==> src/rtl/ps2_kbd_pkg.sv <==
// Shared definitions for the PS/2-to-matrix keyboard bridge: scancode
// prefixes, modifier codes, decoder states, autotype entry layout and the
// scancode to (row, col) matrix map.
package ps2_kbd_pkg;

    localparam logic [7:0] SC_EXT    = 8'hE0;
    localparam logic [7:0] SC_BRK    = 8'hF0;
    localparam logic [7:0] SC_PAUSE  = 8'hE1;

    localparam logic [7:0] SC_LSHIFT = 8'h12;
    localparam logic [7:0] SC_RSHIFT = 8'h59;
    localparam logic [7:0] SC_CTRL   = 8'h14;
    localparam logic [7:0] SC_LALT   = 8'h11;
    localparam logic [7:0] SC_F11    = 8'h78;

    // Bytes swallowed after an E1 prefix (Pause sequence tail)
    localparam int unsigned SKIP_BYTES = 7;

    localparam logic [7:0] AT_DELAY = 8'h00;
    localparam logic [7:0] AT_END   = 8'hFF;

    typedef enum logic [2:0] {
        ST_IDLE,
        ST_EXT,
        ST_BRK,
        ST_EXT_BRK,
        ST_SKIP
    } dec_state_t;

    typedef struct packed {
        logic       valid;
        logic [3:0] row;
        logic [2:0] col;
    } key_pos_t;

    typedef struct packed {
        logic       press;
        logic [2:0] col;
        logic [3:0] row;
    } at_entry_t;

    // Matrix position for {ext, code}; valid = 0 for unmapped codes
    function automatic key_pos_t key_map(input logic ext, input logic [7:0] code);
        key_pos_t   p;
        logic [6:0] rc;
        p  = '0;
        rc = '0;
        p.valid = 1'b1;
        case ({ext, code})
            9'h045: rc = {4'd0, 3'd0};
            9'h016: rc = {4'd0, 3'd1};
            9'h01E: rc = {4'd0, 3'd2};
            9'h026: rc = {4'd0, 3'd3};
            9'h025: rc = {4'd0, 3'd4};
            9'h02E: rc = {4'd0, 3'd5};
            9'h036: rc = {4'd0, 3'd6};
            9'h03D: rc = {4'd0, 3'd7};
            9'h03E: rc = {4'd1, 3'd0};
            9'h046: rc = {4'd1, 3'd1};
            9'h05A: rc = {4'd1, 3'd2};
            9'h04E: rc = {4'd1, 3'd3};
            9'h055: rc = {4'd1, 3'd4};
            9'h05D: rc = {4'd1, 3'd5};
            9'h054: rc = {4'd1, 3'd6};
            9'h05B: rc = {4'd1, 3'd7};
            9'h04C: rc = {4'd2, 3'd0};
            9'h052: rc = {4'd2, 3'd1};
            9'h00E: rc = {4'd2, 3'd2};
            9'h041: rc = {4'd2, 3'd3};
            9'h049: rc = {4'd2, 3'd4};
            9'h04A: rc = {4'd2, 3'd5};
            9'h061: rc = {4'd2, 3'd6};
            9'h066: rc = {4'd2, 3'd7};
            9'h032: rc = {4'd3, 3'd0};
            9'h021: rc = {4'd3, 3'd1};
            9'h023: rc = {4'd3, 3'd2};
            9'h024: rc = {4'd3, 3'd3};
            9'h02B: rc = {4'd3, 3'd4};
            9'h034: rc = {4'd3, 3'd5};
            9'h033: rc = {4'd3, 3'd6};
            9'h043: rc = {4'd3, 3'd7};
            9'h03B: rc = {4'd4, 3'd0};
            9'h01C: rc = {4'd4, 3'd1};
            9'h042: rc = {4'd4, 3'd2};
            9'h04B: rc = {4'd4, 3'd3};
            9'h03A: rc = {4'd4, 3'd4};
            9'h031: rc = {4'd4, 3'd5};
            9'h044: rc = {4'd4, 3'd6};
            9'h04D: rc = {4'd4, 3'd7};
            9'h015: rc = {4'd5, 3'd0};
            9'h02D: rc = {4'd5, 3'd1};
            9'h01B: rc = {4'd5, 3'd2};
            9'h02C: rc = {4'd5, 3'd3};
            9'h03C: rc = {4'd5, 3'd4};
            9'h02A: rc = {4'd5, 3'd5};
            9'h01D: rc = {4'd5, 3'd6};
            9'h022: rc = {4'd5, 3'd7};
            9'h035: rc = {4'd6, 3'd0};
            9'h01A: rc = {4'd6, 3'd1};
            9'h029: rc = {4'd6, 3'd2};
            9'h00D: rc = {4'd6, 3'd3};
            9'h076: rc = {4'd6, 3'd4};
            9'h005: rc = {4'd6, 3'd5};
            9'h006: rc = {4'd6, 3'd6};
            9'h004: rc = {4'd6, 3'd7};
            9'h00C: rc = {4'd7, 3'd0};
            9'h003: rc = {4'd7, 3'd1};
            9'h00B: rc = {4'd7, 3'd2};
            9'h083: rc = {4'd7, 3'd3};
            9'h00A: rc = {4'd7, 3'd4};
            9'h001: rc = {4'd7, 3'd5};
            9'h009: rc = {4'd7, 3'd6};
            9'h058: rc = {4'd7, 3'd7};
            9'h175: rc = {4'd8, 3'd0};
            9'h172: rc = {4'd8, 3'd1};
            9'h16B: rc = {4'd8, 3'd2};
            9'h174: rc = {4'd8, 3'd3};
            9'h16C: rc = {4'd8, 3'd4};
            9'h170: rc = {4'd8, 3'd5};
            9'h171: rc = {4'd8, 3'd6};
            9'h15A: rc = {4'd8, 3'd7};
            9'h012: rc = {4'd9, 3'd0};
            9'h059: rc = {4'd9, 3'd1};
            9'h014: rc = {4'd9, 3'd2};
            9'h011: rc = {4'd9, 3'd3};
            9'h07E: rc = {4'd9, 3'd4};
            9'h111: rc = {4'd9, 3'd5};
            9'h114: rc = {4'd9, 3'd6};
            9'h07D: rc = {4'd9, 3'd7};
            9'h078: rc = {4'd10, 3'd0};
            9'h007: rc = {4'd10, 3'd1};
            default: p.valid = 1'b0;
        endcase
        p.row = rc[6:3];
        p.col = rc[2:0];
        return p;
    endfunction

endpackage

==> src/rtl/ps2_rx.sv <==
// PS/2 byte receiver.
// Synchronises ps2_clk/ps2_dat, qualifies a falling edge as four high samples
// followed by one low sample, assembles the 11-bit frame and checks start,
// odd parity and stop. A partial frame idle for TIMEOUT_CYC clocks is dropped
// silently.
// Ports: clk, reset_n (async, active-low), ps2_clk/ps2_dat (raw lines),
//        data/valid (one-cycle byte strobe), frame_err (one-cycle pulse).
module ps2_rx #(
    parameter int unsigned TIMEOUT_CYC = 50000
) (
    input  logic       clk,
    input  logic       reset_n,
    input  logic       ps2_clk,
    input  logic       ps2_dat,
    output logic [7:0] data,
    output logic       valid,
    output logic       frame_err
);

    localparam int unsigned TW = $clog2(TIMEOUT_CYC + 1);

    logic [1:0]    clk_sync;
    logic [1:0]    dat_sync;
    logic [3:0]    clk_hist;
    logic [9:0]    shreg;
    logic [3:0]    bit_cnt;
    logic [TW-1:0] idle_cnt;
    logic          fall_c;
    logic          frame_ok_c;

    // Qualified falling edge of the synchronised PS/2 clock
    assign fall_c = (clk_hist == 4'hF) && !clk_sync[1];

    // shreg holds {parity, d7..d0, start}; the stop bit is the live sample
    assign frame_ok_c = !shreg[0] && (^shreg[9:1]) && dat_sync[1];

    always_ff @(posedge clk or negedge reset_n) begin
        if (!reset_n) begin
            clk_sync  <= '0;
            dat_sync  <= '0;
            clk_hist  <= '0;
            shreg     <= '0;
            bit_cnt   <= '0;
            idle_cnt  <= '0;
            data      <= '0;
            valid     <= 1'b0;
            frame_err <= 1'b0;
        end else begin
            clk_sync  <= {clk_sync[0], ps2_clk};
            dat_sync  <= {dat_sync[0], ps2_dat};
            clk_hist  <= {clk_hist[2:0], clk_sync[1]};
            valid     <= 1'b0;
            frame_err <= 1'b0;
            if (fall_c) begin
                idle_cnt <= '0;
                if (bit_cnt == 4'd10) begin
                    bit_cnt   <= '0;
                    data      <= shreg[8:1];
                    valid     <= frame_ok_c;
                    frame_err <= !frame_ok_c;
                end else begin
                    shreg   <= {dat_sync[1], shreg[9:1]};
                    bit_cnt <= bit_cnt + 4'd1;
                end
            end else if (bit_cnt != '0) begin
                // Stalled partial frame: drop it without flagging an error
                if (idle_cnt == TW'(TIMEOUT_CYC - 1)) begin
                    bit_cnt  <= '0;
                    idle_cnt <= '0;
                end else begin
                    idle_cnt <= idle_cnt + TW'(1);
                end
            end else begin
                idle_cnt <= '0;
            end
        end
    end

endmodule

==> src/rtl/ps2_matrix_kbd.sv <==
// PS/2 keyboard to row/column key matrix bridge.
// Decodes PS/2 set-2 scancodes into a ROWS x COLS key state matrix read back
// through a row-select mask, tracks modifiers and an F11 reset chord, and
// optionally replays an autotype sequence into the matrix.
// Ports: clk, reset_n (async, active-low), ps2_clk/ps2_dat (raw PS/2),
//        sel (row mask) -> odata (combinational column OR), mods {alt,ctrl,shift},
//        reset_key {shift&F11, (ctrl|shift)&F11}, frame_err (pulse),
//        at_valid/at_code/at_ready (autotype entry handshake), auto_busy.
// Config: define PS2_MATRIX_AUTOTYPE_EN to build the autotype engine; without
//         it at_ready/auto_busy are tied low and at_valid/at_code are ignored.
module ps2_matrix_kbd
    import ps2_kbd_pkg::*;
#(
    parameter int unsigned ROWS        = 11,
    parameter int unsigned COLS        = 8,
    parameter int unsigned ACTIVE_LOW  = 0,
    parameter int unsigned TIMEOUT_CYC = 50000,
    parameter int unsigned STROBE_DIV  = 3000000
) (
    input  logic            clk,
    input  logic            reset_n,
    input  logic            ps2_clk,
    input  logic            ps2_dat,
    input  logic [ROWS-1:0] sel,
    output logic [COLS-1:0] odata,
    output logic [2:0]      mods,
    output logic [1:0]      reset_key,
    output logic            frame_err,
    input  logic            at_valid,
    input  logic [7:0]      at_code,
    output logic            at_ready,
    output logic            auto_busy
);

    logic [7:0] rx_data;
    logic       rx_valid;

    ps2_rx #(
        .TIMEOUT_CYC (TIMEOUT_CYC)
    ) u_rx (
        .clk       (clk),
        .reset_n   (reset_n),
        .ps2_clk   (ps2_clk),
        .ps2_dat   (ps2_dat),
        .data      (rx_data),
        .valid     (rx_valid),
        .frame_err (frame_err)
    );

    dec_state_t                 state;
    logic [2:0]                 skip_cnt;
    logic [ROWS-1:0][COLS-1:0]  keystate;
    logic shift_l, shift_r, ctrl_l, ctrl_r, alt_l;
    logic shift_l_n, shift_r_n, ctrl_l_n, ctrl_r_n, alt_l_n;

    logic      ev_c;
    logic      ev_ext_c;
    logic      ev_brk_c;
    key_pos_t  pos_c;

    at_entry_t at_ent;
    logic      at_wr_c;
    logic      at_clr_c;
    logic      kbd_lock;

`ifdef PS2_MATRIX_AUTOTYPE_EN
    localparam int unsigned DW = $clog2(STROBE_DIV + 1);

    logic          at_pend;
    logic [DW-1:0] dly_cnt;
    logic          at_accept_c;

    assign at_accept_c = at_valid && at_ready;
    assign at_clr_c    = at_accept_c;
    assign at_wr_c     = at_pend && (8'(at_ent) != AT_DELAY) && (8'(at_ent) != AT_END);
    assign kbd_lock    = auto_busy;

    // Autotype pacing: accept one entry, apply it next cycle, hold off STROBE_DIV clocks
    always_ff @(posedge clk or negedge reset_n) begin
        if (!reset_n) begin
            at_ready  <= 1'b0;
            auto_busy <= 1'b0;
            at_pend   <= 1'b0;
            at_ent    <= '0;
            dly_cnt   <= '0;
        end else begin
            at_pend <= at_accept_c;
            if (at_accept_c) begin
                at_ent    <= at_entry_t'(at_code);
                auto_busy <= 1'b1;
                at_ready  <= 1'b0;
                dly_cnt   <= DW'(STROBE_DIV);
            end else if (dly_cnt != '0) begin
                dly_cnt <= dly_cnt - DW'(1);
                if (dly_cnt == DW'(1)) begin
                    at_ready <= 1'b1;
                end
            end else begin
                at_ready <= 1'b1;
            end
            if (at_pend && (8'(at_ent) == AT_END)) begin
                auto_busy <= 1'b0;
            end
        end
    end
`else
    logic unused_at;

    assign unused_at = ^{at_valid, at_code, 32'(STROBE_DIV)};
    assign at_ready  = 1'b0;
    assign auto_busy = 1'b0;
    assign at_ent    = '0;
    assign at_wr_c   = 1'b0;
    assign at_clr_c  = 1'b0;
    assign kbd_lock  = 1'b0;
`endif

    // Non-prefix byte outside a Pause sequence is a key event
    always_comb begin
        ev_c     = rx_valid && (state != ST_SKIP) &&
                   (rx_data != SC_EXT) && (rx_data != SC_BRK) && (rx_data != SC_PAUSE);
        ev_ext_c = (state == ST_EXT) || (state == ST_EXT_BRK);
        ev_brk_c = (state == ST_BRK) || (state == ST_EXT_BRK);
        pos_c    = key_map(ev_ext_c, rx_data);
    end

    // Modifier next state; E0 12 (fake shift) is deliberately not a shift
    always_comb begin
        shift_l_n = shift_l;
        shift_r_n = shift_r;
        ctrl_l_n  = ctrl_l;
        ctrl_r_n  = ctrl_r;
        alt_l_n   = alt_l;
        if (ev_c && !ev_ext_c) begin
            case (rx_data)
                SC_LSHIFT: shift_l_n = !ev_brk_c;
                SC_RSHIFT: shift_r_n = !ev_brk_c;
                SC_CTRL:   ctrl_l_n  = !ev_brk_c;
                SC_LALT:   alt_l_n   = !ev_brk_c;
                default:   ;
            endcase
        end
        if (ev_c && ev_ext_c && (rx_data == SC_CTRL)) begin
            ctrl_r_n = !ev_brk_c;
        end
        if (at_clr_c) begin
            shift_l_n = 1'b0;
            shift_r_n = 1'b0;
            ctrl_l_n  = 1'b0;
            ctrl_r_n  = 1'b0;
            alt_l_n   = 1'b0;
        end
    end

    // Scancode decoder FSM, modifiers, reset chord and key matrix
    always_ff @(posedge clk or negedge reset_n) begin
        if (!reset_n) begin
            state     <= ST_IDLE;
            skip_cnt  <= '0;
            keystate  <= '0;
            shift_l   <= 1'b0;
            shift_r   <= 1'b0;
            ctrl_l    <= 1'b0;
            ctrl_r    <= 1'b0;
            alt_l     <= 1'b0;
            mods      <= '0;
            reset_key <= '0;
        end else begin
            if (rx_valid) begin
                if (state == ST_SKIP) begin
                    if (skip_cnt == 3'(SKIP_BYTES - 1)) begin
                        state <= ST_IDLE;
                    end
                    skip_cnt <= skip_cnt + 3'd1;
                end else if (rx_data == SC_PAUSE) begin
                    state    <= ST_SKIP;
                    skip_cnt <= '0;
                end else if (rx_data == SC_EXT) begin
                    state <= ST_EXT;
                end else if (rx_data == SC_BRK) begin
                    state <= ev_ext_c ? ST_EXT_BRK : ST_BRK;
                end else begin
                    state <= ST_IDLE;
                end
            end

            shift_l <= shift_l_n;
            shift_r <= shift_r_n;
            ctrl_l  <= ctrl_l_n;
            ctrl_r  <= ctrl_r_n;
            alt_l   <= alt_l_n;
            mods    <= {alt_l_n, ctrl_l_n | ctrl_r_n, shift_l_n | shift_r_n};

            // Chord latched from the modifiers held when F11 goes down
            if (ev_c && !ev_ext_c && (rx_data == SC_F11)) begin
                reset_key <= ev_brk_c ? 2'b00 : {mods[0], mods[1] | mods[0]};
            end

            // Autotype write is last so it wins a same-cycle collision
            for (int r = 0; r < ROWS; r++) begin
                for (int c = 0; c < COLS; c++) begin
                    if (ev_c && !kbd_lock && pos_c.valid &&
                        (pos_c.row == 4'(r)) && (pos_c.col == 3'(c))) begin
                        keystate[r][c] <= !ev_brk_c;
                    end
                    if (at_wr_c && (at_ent.row == 4'(r)) && (at_ent.col == 3'(c))) begin
                        keystate[r][c] <= at_ent.press;
                    end
                end
            end
        end
    end

    // Column readback: OR of selected rows, zero latency from sel
    always_comb begin
        logic [COLS-1:0] acc;
        acc = '0;
        for (int r = 0; r < ROWS; r++) begin
            if (sel[r]) begin
                acc = acc | keystate[r];
            end
        end
        odata = (ACTIVE_LOW != 0) ? ~acc : acc;
    end

endmodule
==> config.mk <==
export PLATFORM = sky130hd
export DESIGN_NAME = ps2_matrix_kbd
export DESIGN_NICKNAME = d
export VERILOG_FILES = /design/src/rtl/ps2_kbd_pkg.sv /design/src/rtl/ps2_rx.sv /design/src/rtl/ps2_matrix_kbd.sv
export SDC_FILE = /design/constraint.sdc
export NUM_CORES = 1
export LEC_CHECK = 0
export CAP_MARGIN = 20
export CORE_UTILIZATION = 40
export DETAILED_ROUTE_END_ITERATION = 7
export HOLD_SLACK_MARGIN = 0.15
export PLACE_DENSITY = 0.6
export SLEW_MARGIN = 20
export SYNTH_ARGS = -nofsm -noshare
export SYNTH_HDL_FRONTEND = slang
export SYNTH_SLANG_ARGS = --single-unit
==> constraint.sdc <==
create_clock -name clk -period 2.7 [get_ports clk]
set_input_delay 0.54 -clock clk [delete_from_list [all_inputs] [get_ports clk]]
set_output_delay 0.54 -clock clk [all_outputs]
set_load 0.1 [all_outputs]
==> run metrics <==
worst hold path type reg -> reg; M1 WL 13900 µm; Worst Path Max Fanout 10; io pins 40; synth-to-layout area growth 60.3%; all-layer global routing usage 0.275; Hold Path End u_rx.clk_sync[1]$_DFF_PN0_; syn avg cell area 10.3 µm²; Non-Filler Instances 1392; total negative setup slack -33.49 ns; Post-synth top flop dfrtp_1; post-DP HPWL 18700 µm; clock power share 0.488; Synth warnings 0; Final GP Congestion 0.990; synth unique cells 84; Detailed Route WL 30600 µm; Antenna Cells 0; CTS sink cnt 151; post-synthesis sequential area ratio 0.434; First-pass DRT Iterations 6; post-synth top area share 0.434; antenna violations before repair 0; Power Internal 3.80 mW; global-route wire length before repair 46700 µm; setup violators final 81; Final Hold Fails 0; CTS tree built; I/O Buffers 28; worst slew pin tran 0.688 ns; Pleak 6.26 nW; power share of the combinational group 0.053; hold path cells 0; outcome complete, but fails checks; Rel. slew slack 0.541; startpoint types flip-flop; Tmin final 3.27 ns; arrival time of the worst setup path 3.58 ns; Final Core Density 0.660; RSZ-0062 raised after global routing yes; Routed wire per std cell 22.0 µm; Flop pwr share 0.458; final worst path period share 1.21; largest net degree at the start of global routing 52; Die Wd 150 µm; Die Span Y 150 µm; CTS Buffer Depth 2; Sw Ratio 0.257; clk slew on worst S/H paths 0.07 ns; Starting Density 0.412; TritonCTS Buffers 17; die area 22400 µm²; Design Area, Final 14000 µm²; switching power 1.32 mW; R2R cell count 12; DR vias/cell 5.88; DR vias 8191; worst vdd ir 425 µV; layout cells sized above 1 0.559; Cells after Synth 849; wire length on met2 14000 µm; Placed Instances 1275; CTS root buffer clkbuf_16; post-route antenna net violation count 0; Pwr per Cell Area 367 nW/µm²; initial DRC count 790; final net count 1135; worst flop-to-flop path endpoint keystate[33]$_DFFE_PN0P_; Netlist Area Pre-Place 8710 µm²; GR Overflow Total 0; dominant cells by area after synthesis dfrtp_1 (43%), mux2_2 (9.7%), mux2_1 (3.8%); kind of critical path reg -> reg; hold path start u_rx.clk_sync[0]$_DFF_PN0_; failing checks setup timing; Placed Instance Area 10800 µm²; Max Cap Viol 0; worst setup margin -0.566 ns; Max Freq 0.306 GHz; #FFs+latches synth 151; # H-tree levels 4; Reg2Reg Setup Slack -0.57 ns; DRC 0; Synth area leader dfrtp_1; Core Region 21200 µm²; Worst Path Required 3.02 ns; async set-reset flop share out of synthesis 1.00; CP Capture Type flip-flop; met3 WL 1820 µm; Top Layer Used met4; Place WS -0.701 ns; number of global-route vias before repair 8369; Clock Latency Late Sink 0.44 ns; row cnt 53; clock skew 0.0145 ns; Post-synth EDFFs 0; Pins Over Slew Limit 0; R2R Path Start u_rx.data[5]$_DFFE_PN0P_
[per-layer routing]
layer  up-vias  track usage
li1       3694            -
met1      4111        0.389
met2       305        0.416
met3        81       0.0530
met4         0       0.0990
met5         -            0
[synthesized netlist by cell type (8+ instances only)]
cell type / n
a21oi_1: 18
a221oi_1: 16
a222oi_1: 8
a22o_1: 17
and3_1: 8
buf_2: 20
buf_4: 20
clkbuf_1: 30
dfrtp_1: 151
inv_1: 11
mux2_1: 29
mux2_2: 75
nand2_1: 41
nand2b_1: 21
nand3_1: 35
nand3b_1: 10
nand4_1: 12
nor2_1: 45
nor3_1: 60
nor4_1: 29
o21ai_0: 28
or2_2: 9
xnor2_1: 13
xor2_1: 15
[registers in the layout (all words and copies together), names as in the netlist, 2 cells and up]
register and flops:
state 3, u_rx.data 8, skip_cnt 3, u_rx.idle_cnt 16
mods 2, u_rx.shreg 10, keystate 88, u_rx.clk_sync 2
u_rx.dat_sync 2, reset_key 2, u_rx.bit_cnt 4, u_rx.clk_hist 4
[per-stage QoR]
stage / total power [mW] / hold slack, ns
6_report: 5.12 / 0.350
5_1_grt: 5.28 / 0.355
4_1_cts: 5.15 / 0.354
3_5_place_dp: 2.67 / 0.339
3_3_place_gp: 2.66 / 0.335
2_1_floorplan: 2.54 / 0.244
[power groups by stage]
stage	Combinational, mW	Clock [mW]	Sequential, mW
final	0.273	2.50	2.35
after global routing	0.307	2.62	2.36
after CTS	0.277	2.52	2.35
after detailed placement	0.277	0	2.39
after global placement	0.270	0	2.39
after floorplan	0.163	0	2.38
[worst max-delay path by stage]
stage                                   from                        to  slack (ns)  cells past startpoint
global route        u_rx.data[5]$_DFFE_PN0P_  keystate[33]$_DFFE_PN0P_       -0.64                     12
detailed placement  u_rx.data[4]$_DFFE_PN0P_  keystate[68]$_DFFE_PN0P_       -0.70                      9
finish              u_rx.data[5]$_DFFE_PN0P_  keystate[33]$_DFFE_PN0P_       -0.57                     12
CTS                     state[2]$_DFFE_PN0P_  keystate[37]$_DFFE_PN0P_       -0.45                     11
global placement    u_rx.data[5]$_DFFE_PN0P_  keystate[68]$_DFFE_PN0P_       -0.72                     10
floorplan               state[2]$_DFFE_PN0P_  keystate[33]$_DFFE_PN0P_       -0.21                      9
[cell families (layout without fill, tap and decap cells)]
family          after synthesis  after routing  synth area share
simple gates                324            324             0.215
flops                       151            151             0.434
compound gates              143            144             0.124
mux                         109            109             0.140
buf+inv                      87            353            0.0499
xor+xnor                     28             28            0.0282
fa+ha+maj                     6              6           0.00862
other cells                   1              2          0.000431
[area by class of cell]
class / count / area, µm²
clock buffers: 17 / 425
clock inverters: 14 / 184
fillers: 1455 / 7190
inverters: 11 / 41.3
multi-input cells: 613 / 6110
flip-flops and latches: 151 / 3780
well taps: 275 / 344
repair buffers: 311 / 3080
[worst max-delay path, stage by stage, from the launching register on]
cell,delay (ns)
dfrtp_1,0.42
buf_6,0.17
buf_4,0.16
nor4b_4,0.47
nand2_2,0.19
o2bb2ai_2,0.21
a211o_1,0.23
buf_4,0.14
nand4b_1,0.18
nor4b_4,0.28
buf_6,0.18
nor3b_2,0.21
mux2_4,0.32
[placed cells by master, fill, tap and decap left out, drive strengths merged, types with 18 or more instances in the layout]
cell,n
buf,295
nor4,30
nor2,46
nand2,41
clkbuf,18
inv,18
mux2,104
a21oi,18
o21ai,34
nand3,36
dfrtp,151
nor3,63
nand2b,21
[what timing repair did]
action / CTS / global route
buffers inserted: 59 / 26
gates resized for setup: 216 / 149
hold buffers: 1 / 0
hold endpoints to repair: 48 / 0
gates cloned: 5 / 1
setup endpoints to repair: 94 / 84
pin swaps: 61 / 59
Note: power is estimated with default switching activity, not from simulation.
==> edit (same flow settings) <==
Set the parameter `ROWS` to 10 (it was 11).
--- a/src/rtl/ps2_matrix_kbd.sv
+++ b/src/rtl/ps2_matrix_kbd.sv
@@ -13,3 +13,3 @@
 #(
-    parameter int unsigned ROWS        = 11,
+    parameter int unsigned ROWS        = 10,
     parameter int unsigned COLS        = 8,
Interface: changed (resized sel); port bits go from 40 to 39. No check against the original RTL was run, so the function may have changed too.
==> edit against the original RTL <==
The run still ends with negative setup slack left; total power decreased by 4.2%; setup slack got worse by 0.014 ns; critical endpoint is now keystate[27]; final cell count decreased by 3.8%; highest routed layer unchanged; non-clock buffer count decreased by 53; sequential share of layout area increased by 2.2 points; routed wire length decreased by 12%; sequential cell count decreased by 8; area after synthesis decreased by 6.1%; final area decreased by 12%.
==> edit: results (changes against the original RTL) <==
* Synth top area cells: dfrtp_1 44%, mux2_2 7.8%, mux2_1 6.1% (was dfrtp_1 43%, mux2_2 9.7%, mux2_1 3.8%)
* R2R Path Start: u_rx.data[2] (was u_rx.data[5])
* Final Setup Violations at 78 (was 81)
* R2R cell count at 10 (was 12)
* CTS root buf: clkbuf_16 (unchanged)
* Fill count at 1603 (was 1455)
* Max FO, Critical Path at 8 (was 10)
* Share of cells above drive strength 1 at 0.501 (was 0.559)
* Slew HR at 0.505 (was 0.541)
* Latest clock arrival within the worst-skew pair at 0.43 ns
* Pre-Repair DR Iteration Count at 5 (was 6)
* Clock Path Buffers at 2 (unchanged)
* Antenna violations before repair at 0 (unchanged)
* Layout Skew at 0.0122 ns (was 0.0145 ns)
* Min Hold Slack at 0.115 ns (was 0.350 ns)
* Largest regs: keystate (80), u_rx.idle_cnt (16), u_rx.shreg (10) (was keystate (88), u_rx.idle_cnt (16), u_rx.shreg (10))
* Hold crit path type: in -> async (was reg -> reg)
* # diodes at 0 (unchanged)
* Critical R2R Capture: keystate[27] (was keystate[33])
* Pleak at 6.03 nW (was 6.26 nW)
* Vias per cell at 5.66 (was 5.88)
* Delay-heaviest family, CP: simple AND/OR/NAND/NOR gates (unchanged)
* CTS clk-pin slew, worst paths at 0.07 ns (about the same)
* Global-route wire length before repair at 40.5 mm (was 46.7 mm)
* Failing checks: negative setup slack (unchanged)
* H-tree Lvls at 4 (unchanged)
* Number of CTS-inserted buffers at 17 (unchanged)
* Total GRT Usage at 0.246 (was 0.275)
* Crit-path slowest cell: or4_4 (was nor4b_4)
* Yosys warns at 0 (unchanged)
* Worst path max stage delay at 0.58 ns (was 0.47 ns)
* Largest net degree at the start of global routing at 75 (was 52)
* Final wirelength at 26.8 mm (was 30.6 mm)
* Peak supply drop at 448 µV (was 425 µV)
* Buffers on Ports at 27 (was 28)
* Outcome: finished, violations left (unchanged)
* Setup TNS at -35.95 ns (was -33.49 ns)
* 1st-iter DRT viols at 561 (was 790)
* Async set-reset flop share out of synthesis at 1.00 (unchanged)
* Critical Path AT at 3.59 ns (was 3.58 ns)
* Vias in the first global route at 7320 (was 8369)
* Worst setup margin at -0.580 ns (was -0.566 ns)
* Gpl congestion at 1.00 (was 0.990)
* Top post-synthesis cells by count: 143 x dfrtp_1, 119 x nand2_1, 62 x nor2_1 (was 151 x dfrtp_1, 75 x mux2_2, 60 x nor3_1)
* Number of distinct library cells after synthesis at 73 (was 84)
* HPWL after DPL at 17.9 mm (was 18.7 mm)
* Largest Register: keystate (unchanged)
* Sequential-to-total area share from yosys stat at 0.438 (was 0.434)
* Final net count at 1090 (was 1135)
## edit: cell type report
cell class,instances,share of cell area
Multi-Input combinational cell,627,0.433
Sequential cell,143,0.293
Timing Repair Buffer,258,0.193
Clock buffer,19,0.0370
Tap cell,265,0.0271
Clock inverter,13,0.0127
Inverter,14,0.00429
## edit: repair_timing
action / CTS / global route
setup buffers: 3 / 27
gates cloned: 0 / 6
pin swaps: 5 / 24
gates resized for setup: 86 / 184
setup endpoints to repair: 90 / 84
## edit: worst max path at each step
stage | startpoint | to | slack [ns] | cells past startpoint
after floorplan | u_rx.data[2] | keystate[12] | -0.23 | 9
after global placement | state[2] | keystate[23] | -0.73 | 13
after detailed placement | state[2] | keystate[18] | -0.73 | 13
after CTS | u_rx.data[6] | keystate[18] | -0.51 | 14
after global routing | state[0] | keystate[18] | -0.63 | 13
final | u_rx.data[2] | keystate[27] | -0.58 | 10
## edit: routing by layer
layer / GRT usage / wire (µm) / up-vias
met2: 0.373 / 12400 / 269
met4: 0.0915 / 654 / 0
met1: 0.347 / 12000 / 3773
li1: - / - / 3486
met3: 0.0475 / 1710 / 51
met5: 0 / 0 / -
## edit: cell families (layout without fill, tap and decap cells)
| group | count (synthesis) | count (layout) | synth area share |
|---|---|---|---|
| other cells | 1 | 2 | 0.000459 |
| fa+ha+maj | 6 | 6 | 0.00918 |
| flops | 143 | 143 | 0.438 |
| compound gates | 143 | 143 | 0.125 |
| simple gates | 340 | 342 | 0.213 |
| buf+inv | 71 | 304 | 0.0393 |
| xor+xnor | 29 | 29 | 0.0311 |
| mux | 105 | 105 | 0.145 |
## edit: through the flow
stage / util / cell area, µm² / instances / setup slack, ns / power, W
final: 0.619 / 12300 / 1339 / -0.580 / 0.00491
after global routing: 0.619 / 12300 / 1339 / -0.634 / 0.00510
after detailed placement: 0.521 / 10300 / 1272 / -0.726 / 0.00254
after global placement: 0.521 / 10300 / 1272 / -0.735 / 0.00254
after floorplan: - / 8330 / 839 / -0.227 / 0.00243
after CTS: 0.570 / 11300 / 1307 / -0.509 / 0.00496
## edit: power breakdown
part	switching [W]	total, W	internal, W
Sequential	0.0000403	0.00223	0.00219
Combinational	0.000174	0.000273	0.0000994
Clock	0.000979	0.00241	0.00143
Total	0.00119	0.00491	0.00372
## edit: worst reg2reg max path, delay by kind of cell (launching register included)
family | cells | cell delay [ns]
AND/OR/NAND/NOR | 6 | 1.65
flip-flops | 1 | 0.49
buffers and inverters | 1 | 0.17
AO/OA/AOI/OAI | 2 | 0.56
multiplexers | 1 | 0.30
